==> src/rtl/fetch_queue_pkg.sv <==
// Shared defaults for the fetch queue: datapath widths, depth and the NOP packet shown to decode.
// The NOP packet (addi x0,x0,0 with zero PC/nPC and no commit) is what decode sees while the queue is empty.
package fetch_queue_pkg;

  localparam int unsigned FQ_INSTR_WIDTH = 32;
  localparam int unsigned FQ_PC_WIDTH    = 32;
  localparam int unsigned FQ_DEPTH       = 4;

  localparam logic [31:0] FQ_NOP_INSTR  = 32'h0000_0013;
  localparam logic [31:0] FQ_NOP_PC     = 32'h0000_0000;
  localparam logic [31:0] FQ_NOP_NPC    = 32'h0000_0000;
  localparam logic        FQ_NOP_COMMIT = 1'b0;

endpackage

==> src/rtl/fq_ptr.sv <==
// Wrap-around pointer: increments modulo 2**W, clear wins over increment; result visible the cycle after.
// No backpressure of its own; the caller gates inc_i.
module fq_ptr #(
  parameter int unsigned W = 2
) (
  input  logic         clk_i,
  input  logic         rst_n,
  input  logic         clr_i,
  input  logic         inc_i,
  output logic [W-1:0] ptr_o
);

  logic [W-1:0] ptr_q, ptr_d;

  // Power-of-two depth lets the natural carry-out drop provide the wrap.
  always_comb begin
    ptr_d = ptr_q;
    if (clr_i) begin
      ptr_d = '0;
    end else if (inc_i) begin
      ptr_d = ptr_q + 1'b1;
    end
  end

  always_ff @(posedge clk_i or negedge rst_n) begin
    if (!rst_n) begin
      ptr_q <= '0;
    end else begin
      ptr_q <= ptr_d;
    end
  end

  assign ptr_o = ptr_q;

endmodule

==> src/rtl/fetch_queue.sv <==
// In-order fetch->decode packet buffer; 1-cycle enqueue-to-head latency, NOP packet presented when empty.
// F_ready_o drops only when full (registered count), so fetch never sees a combinational path from decode stall.
module fetch_queue
  import fetch_queue_pkg::*;
#(
  parameter int unsigned INSTR_W = FQ_INSTR_WIDTH,
  parameter int unsigned PC_W    = FQ_PC_WIDTH,
  parameter int unsigned DEPTH   = FQ_DEPTH,
  parameter logic [INSTR_W-1:0] NOP_INSTR = INSTR_W'(FQ_NOP_INSTR),
  parameter logic [PC_W-1:0]    NOP_PC    = PC_W'(FQ_NOP_PC),
  parameter logic [PC_W-1:0]    NOP_NPC   = PC_W'(FQ_NOP_NPC)
) (
  input  logic                       clk_i,
  input  logic                       rst_n,
  input  logic                       F_valid_i,
  input  logic [INSTR_W-1:0]         F_instr_i,
  input  logic [PC_W-1:0]            F_PC_i,
  input  logic [PC_W-1:0]            F_nPC_i,
  input  logic                       F_commit_i,
  output logic                       F_ready_o,
  input  logic                       F_bubble_i,
  input  logic                       D_stall_i,
  output logic                       FD_valid_o,
  output logic [INSTR_W-1:0]         FD_instr_o,
  output logic [PC_W-1:0]            FD_PC_o,
  output logic [PC_W-1:0]            FD_nPC_o,
  output logic                       FD_commit_o,
  output logic [$clog2(DEPTH):0]     count_o
);

  localparam int unsigned PW = $clog2(DEPTH);
  localparam int unsigned CW = PW + 1;

  logic [PW-1:0] rd_ptr, wr_ptr;
  logic [CW-1:0] count_q, count_d;
  logic          enq, deq;

  logic [INSTR_W-1:0] instr_mem  [DEPTH];
  logic [PC_W-1:0]    pc_mem     [DEPTH];
  logic [PC_W-1:0]    npc_mem    [DEPTH];
  logic               commit_mem [DEPTH];

  assign F_ready_o  = (count_q != CW'(DEPTH));
  assign FD_valid_o = (count_q != '0);
  assign enq        = F_valid_i & F_ready_o & ~F_bubble_i;
  assign deq        = FD_valid_o & ~D_stall_i & ~F_bubble_i;
  assign count_o    = count_q;

  always_comb begin
    count_d = count_q;
    if (F_bubble_i) begin
      count_d = '0;
    end else if (enq && !deq) begin
      count_d = count_q + 1'b1;
    end else if (deq && !enq) begin
      count_d = count_q - 1'b1;
    end
  end

  always_ff @(posedge clk_i or negedge rst_n) begin
    if (!rst_n) begin
      count_q <= '0;
    end else begin
      count_q <= count_d;
    end
  end

  // Payload storage carries no reset; validity is tracked entirely by count_q.
  always_ff @(posedge clk_i) begin
    if (enq) begin
      instr_mem[wr_ptr]  <= F_instr_i;
      pc_mem[wr_ptr]     <= F_PC_i;
      npc_mem[wr_ptr]    <= F_nPC_i;
      commit_mem[wr_ptr] <= F_commit_i;
    end
  end

  fq_ptr #(.W(PW)) u_rd_ptr (
    .clk_i (clk_i),
    .rst_n (rst_n),
    .clr_i (F_bubble_i),
    .inc_i (deq),
    .ptr_o (rd_ptr)
  );

  fq_ptr #(.W(PW)) u_wr_ptr (
    .clk_i (clk_i),
    .rst_n (rst_n),
    .clr_i (F_bubble_i),
    .inc_i (enq),
    .ptr_o (wr_ptr)
  );

  always_comb begin
    FD_instr_o  = NOP_INSTR;
    FD_PC_o     = NOP_PC;
    FD_nPC_o    = NOP_NPC;
    FD_commit_o = FQ_NOP_COMMIT;
    if (FD_valid_o) begin
      FD_instr_o  = instr_mem[rd_ptr];
      FD_PC_o     = pc_mem[rd_ptr];
      FD_nPC_o    = npc_mem[rd_ptr];
      FD_commit_o = commit_mem[rd_ptr];
    end
  end

endmodule

==> config.mk <==
export PLATFORM = sky130hd
export DESIGN_NAME = fetch_queue
export DESIGN_NICKNAME = d
export VERILOG_FILES = /design/src/rtl/fetch_queue_pkg.sv /design/src/rtl/fq_ptr.sv /design/src/rtl/fetch_queue.sv
export SDC_FILE = /design/constraint.sdc
export NUM_CORES = 1
export LEC_CHECK = 0
export BUFFER_PORTS_ARGS = -buffer_cell sky130_fd_sc_hd__buf_2
export CORE_MARGIN = 1
export CORE_UTILIZATION = 35
export DETAILED_ROUTE_END_ITERATION = 7
export GPL_TIMING_DRIVEN = 0
export MAX_ROUTING_LAYER = met4
export PLACE_DENSITY = 0.6
export SYNTH_ARGS = -nofsm -noshare
export SYNTH_HDL_FRONTEND = slang
export SYNTH_SLANG_ARGS = --single-unit
==> constraint.sdc <==
create_clock -name clk_i -period 4 [get_ports clk_i]
set_input_delay 0.6 -clock clk_i [delete_from_list [all_inputs] [get_ports clk_i]]
set_output_delay 0.6 -clock clk_i [all_outputs]
set_load 0.02 [all_outputs]
# Word level (Yosys, flattened, before mapping)
# Memories as Yosys holds them, arrays and structs flattened.
# Index checks and enable logic that the tools add are counted.
[classes] addsub=4 magnitude_cmp=0 n_eq_ne=1 shift=0 div=0 multipliers=0 n_mux=13 n_reduce_logical=8 bitwise=6
[op_table] operator="$mux W32" count=3
[op_table] operator="$mux W3" count=3
[op_table] operator="$mux W2" count=4
[op_table] operator="$reduce_bool A3 Y1" count=2
[op_table] operator="$add A2 B1 Y2 const B" count=2
[op_table] operator="$and A1 B1 Y1" count=4
[op_table] operator="$reduce_bool A2 Y1" count=2
[op_table] operator="$add A3 B1 Y3 const B" count=1
[op_table] operator="$mux W1" count=3
[op_table] operator="$ne A3 B3 Y1 const B" count=1
[op_table] operator="$sub A3 B1 Y3 const B" count=1
[op_table] operator="$logic_and A1 B1 Y1" count=2
[op_table] operator="$logic_not A1 Y1" count=2
[op_table] operator="$not A1 Y1" count=2
[word_totals] inputBits=102 latch_bits=0 output_inout_bits=102 memories=4 register_bits=7 ramBits=388 mem_bits_ro=0 elab_cells=39
[memory_table] name="instr_mem" words=4 width=32 rd=1 rd_clocked_by_memory_dff=0 write_ports=1 line_no="fetch_queue.sv:38" source="logic [INSTR_W-1:0] instr_mem [DEPTH];"
[memory_table] name="npc_mem" words=4 width=32 rd=1 rd_clocked_by_memory_dff=0 write_ports=1 line_no="fetch_queue.sv:40" source="logic [PC_W-1:0] npc_mem [DEPTH];"
[memory_table] name="pc_mem" words=4 width=32 rd=1 rd_clocked_by_memory_dff=0 write_ports=1 line_no="fetch_queue.sv:39" source="logic [PC_W-1:0] pc_mem [DEPTH];"
[memory_table] name="commit_mem" words=4 width=1 rd=1 rd_clocked_by_memory_dff=0 write_ports=1 line_no="fetch_queue.sv:41" source="logic commit_mem [DEPTH];"

# Depth between registers and ports, before layout
[depth] ltp_word=8 ltp_mapped=9 mapped_depth_nobuf=8

# By module
# From an unflattened synthesis, not the netlist that was laid out.
[unflattened] hier_cells=678 hier_area_um2=15158.3
[by_module_without_submodules] module="fetch_queue" area_per_inst_um2=14980.6 cells_per_inst=664 seq_area_each_um2=11726.2 instances=1
[by_module_without_submodules] module="fq_ptr" area_per_inst_um2=88.8 cells_per_inst=7 seq_area_each_um2=50.0 instances=2

# Least setup slack after synthesis
# OpenSTA, ideal clock, no wires.
[synth_path] path_kind="register to register" start="register count_q[0], in the netlist count_o[0]" end="memory commit_mem[0], enable pin" n_path_buf=1 required_ns=3.533 synth_period_minus_slack_ns=3.881 path_slack_ns=0.119 path_stages_with_launch=6 setup_time_ns=0.467 t_arrival_ns=3.414 path_cell_list="dfrtp_1 -> buf_2 -> or3b_2 -> nand2_4 -> nor2_1 -> and2_1"
[synth_between] elab_chain_len=5
[synth_lines] element="start: declaration" line_no="fetch_queue.sv:35" source="logic [CW-1:0] count_q, count_d;"
[synth_lines] element="start signal: assignment" line_no="fetch_queue.sv:64" source="count_q <= count_d;"
[synth_lines] element="$ne A3 B3 Y1" line_no="fetch_queue.sv:43" source="assign F_ready_o = (count_q != CW'(DEPTH));"
[synth_lines] element="net F_ready_o" line_no="fetch_queue.sv:20" source="output logic F_ready_o,"
[synth_lines] element="$and A1 B1 Y1 (2 in series)" line_no="fetch_queue.sv:45" source="assign enq = F_valid_i & F_ready_o & ~F_bubble_i;"
[synth_lines] element="$mux W1" line_no="fetch_queue.sv:70" source="if (enq) begin"
[synth_lines] element="$mux W1 (not written as such)" line_no="fetch_queue.sv:74" source="commit_mem[wr_ptr] <= F_commit_i;"
[synth_lines] element="end: declaration" line_no="fetch_queue.sv:41"
# The timed path passes the listed nets, and every way through them passes these cells.

# Worst setup path in the final report
[layout_path] start="register count_q[0], in the netlist count_o[0]" end="output port FD_instr_o[21]"
[layout_between] elab_chain_len=2
[layout_lines] element="$reduce_bool A3 Y1" line_no="fetch_queue.sv:44" source="assign FD_valid_o = (count_q != '0);"
[layout_lines] element="$mux W32" line_no="fetch_queue.sv:99" source="if (FD_valid_o) begin"
[layout_lines] element="end: declaration" line_no="fetch_queue.sv:24" source="output logic [INSTR_W-1:0] FD_instr_o,"
# No other way between the ends.

==> results.sh <==
export IMPL_placed_cell_area_um2=17000
export IMPL_ys_types=28
export IMPL_grt_max_degree=51
export IMPL_power_density_nw_per_um2=690.3
export IMPL_ys_ff_latch=395
export IMPL_slowest_delay_ns=0.52
export IMPL_antenna_found_initial=6
export IMPL_drt_iter0_drc=421
export IMPL_place_gp_congestion=0.6948
export IMPL_fin_worst_skew_ns=0.01255
export IMPL_crit_path_end_kind="output pin"
export IMPL_final_cell_mix="edfxtp_1 (388), buf_2 (215), mux4_2 (97)"
export IMPL_rows=75
export IMPL_fp_dieW_um=210.1
export IMPL_synthCells=677
export IMPL_cts_buffers=43
export IMPL_finalSetupViolCount=0
export IMPL_tns_ns=0
export IMPL_rsz0062_at_grt="false"
export IMPL_fin_nets=1034
export IMPL_cts_resized=0
export IMPL_h_tree_depth=2
export IMPL_path_clk_slew_ns=0.06
export IMPL_fin_area_um2=18440
export IMPL_worstPathMaxFanout=10
export IMPL_yosysSeqAreaShare_pct=78.01
export IMPL_synth_edff_count=388
export IMPL_grt_pass1_vias=7850
export IMPL_layout_min_cycle_time_ns=3.449
export IMPL_max_freq_mhz=289.9
export IMPL_ff2ff_path_depth=5
export IMPL_criticalPathCategory="flip-flop to output pin"
export IMPL_avgSynthCellArea_um2=22.39
export IMPL_seqCellArea_um2=11830
export IMPL_syn_to_final_growth_pct=21.67
export IMPL_ys_flop_type="edfxtp_1"
export IMPL_vias_per_cell=4.696
export IMPL_ctsHoldBuffers=1
export IMPL_yosysWarnings=0
export IMPL_cp_arrival_ns=2.85
export IMPL_cts_tree="built"
export IMPL_holdPathEnd="pc_mem[3][22]"
export IMPL_port_buffers=200
export IMPL_grt_pass1_wl_um=46810
export IMPL_timing_rr_end="pc_mem[0][23]"
export IMPL_post_drt_wl_per_cell_um=20.00
export IMPL_layout_cells_non_filler=1543
export IMPL_fp_dieH_um=210.1
export IMPL_finalPower_mw=12.73
export IMPL_drtPass1Iterations=4
export IMPL_syn_area_um2=15160
export IMPL_reg2reg_slack_ns=1.44
export IMPL_required_ns=3.40
export IMPL_dieArea_um2=44150
export IMPL_fin_ws_ns=0.5509
export IMPL_max_slew_margin_rel_pct=44.03
export IMPL_fin_crit_sh_pct=86.23
export IMPL_hp_start="F_PC_i[22]"
export IMPL_clk_latency_ns=0.55
export IMPL_final_hold_viol_count=0
export IMPL_synthArstFlopShare_pct=1.772
export IMPL_clk_path_buf_depth=3
export IMPL_synth_nets=784
export IMPL_overflow=0
export IMPL_post_place_ws_ns=0.8678
export IMPL_r2r_start="count_o[2]"
export IMPL_crit_chain="buf_2, nor3_4, inv_1, clkbuf_1, clkbuf_1, and2_1, buf_2"
export IMPL_final_common_cell="edfxtp_1"
export IMPL_hpwl_um=18790
export IMPL_post_route_drc_count=0
export IMPL_postLayoutCoreUtil_pct=43.58
export IMPL_start_util_pct=35.82
export IMPL_start_kind="flip-flop"
export IMPL_nFillCells=3677
export IMPL_placedCellCount=1458
export IMPL_drive_above_1_share_pct=40.19
export IMPL_cts_root_buf="clkbuf_16"
export IMPL_status="finished clean"
export IMPL_ios=204
export IMPL_maxSlewViolCount=0
export IMPL_drtAntennaViolNets=0
export IMPL_max_vdd_ir_drop_uv=479.5
export IMPL_post_cts_setup_buffer_count=0
export IMPL_wirelength_um=30870
export IMPL_core_area_um2=42320
export IMPL_multiInputGateArea_um2=3133
export IMPL_route_vias_total=7246
export IMPL_grt_use_total_pct=14.74
export IMPL_hp_class="input port to flip-flop"
export IMPL_hold_depth=1
export IMPL_worst_pin_slew_ns=0.8396
export IMPL_maxCapViolations=0
export IMPL_slowest_stage="clkbuf_1"
export IMPL_holdWs_ns=0.2578
export IMPL_cellLeakagePower_nw=6.249
export IMPL_cts_sinks=395
==> kinds of logic (layout without fill, tap and decap cells) <==
| group | count (synthesis) | after routing | synth area share [%] |
|---|---|---|---|
| muxes | 97 | 97 | 14.41 |
| adders and majority gates | 5 | 5 | 0.4622 |
| other | 0 | 8 | 0 |
| DFF | 395 | 395 | 78.01 |
| xor gates and xnor gates | 7 | 7 | 0.4044 |
| buffers and inverters | 42 | 323 | 1.387 |
| AOI/OAI and AO/OA | 9 | 9 | 0.3879 |
| and+or+nand+nor | 122 | 122 | 4.936 |
==> worst max-delay path by stage <==
| stage | slack [ns] | cells past startpoint | from | to |
|---|---|---|---|---|
| 3_3_place_gp | -1.89 | 4 | F_valid_i | pc_mem[2][29] |
| 2_1_floorplan | 0.12 | 5 | count_o[0] | commit_mem[0] |
| 3_5_place_dp | 0.87 | 7 | count_o[0] | FD_PC_o[23] |
| 6_report | 0.55 | 7 | count_o[0] | FD_instr_o[21] |
| 5_1_grt | 0.15 | 7 | count_o[0] | FD_PC_o[22] |
| 4_1_cts | 0.25 | 7 | count_o[0] | FD_PC_o[23] |
==> report_power, final <==
group / switching (mW) / internal [mW] / total [mW]
sequential: 0.0654 / 4.84 / 4.90
clock: 1.53 / 2.44 / 3.97
combinational: 2.27 / 1.59 / 3.86
==> layer usage <==
| layer | share of wire [%] | wire [µm] | track usage [%] |
|---|---|---|---|
| met4 | 2.3 | 708 | 5.210 |
| met2 | 49 | 15270 | 23.90 |
| met5 | 0 | 0 | - |
| met1 | 42 | 13060 | 17.83 |
| met3 | 5.9 | 1827 | 3.874 |
==> sequential cells by signal, indices dropped and copies added (netlist names) <==
name            flops
instr_mem         128
npc_mem           128
pc_mem            128
commit_mem          4
count_o             3
u_rd_ptr.ptr_o      2
u_wr_ptr.ptr_o      2
==> synth_stat cells, types with 3 or more instances <==
| cell | count | area (µm²) |
|---|---|---|
| a21oi_1 | 4 | 20.02 |
| and2_1 | 98 | 613.1 |
| buf_2 | 15 | 75.07 |
| clkbuf_1 | 17 | 63.81 |
| dfrtp_1 | 7 | 175.2 |
| edfxtp_1 | 388 | 11650 |
| ha_1 | 4 | 50.05 |
| inv_1 | 6 | 22.52 |
| mux4_2 | 97 | 2185 |
| nand2_1 | 3 | 11.26 |
| nor2_1 | 9 | 33.78 |
| or2_1 | 3 | 18.77 |
| xnor2_1 | 7 | 61.31 |
==> area by class of cell <==
type | instances | area share (%)
Antenna cell | 8 | 0.1085
Buffer | 36 | 1.018
Clock buffer | 58 | 6.370
Clock inverter | 18 | 1.282
Inverter | 6 | 0.1221
Multi-Input combinational cell | 240 | 16.99
Sequential cell | 395 | 64.12
Tap cell | 577 | 3.914
Timing Repair Buffer | 205 | 6.078
==> worst max-delay path, delay by kind of cell (launching register included) <==
| kind | cells | cell delay [ns] |
|---|---|---|
| buf+inv | 5 | 1.63 |
| flops | 1 | 0.34 |
| simple gates | 2 | 0.33 |
(Power assumes the default switching activity.)
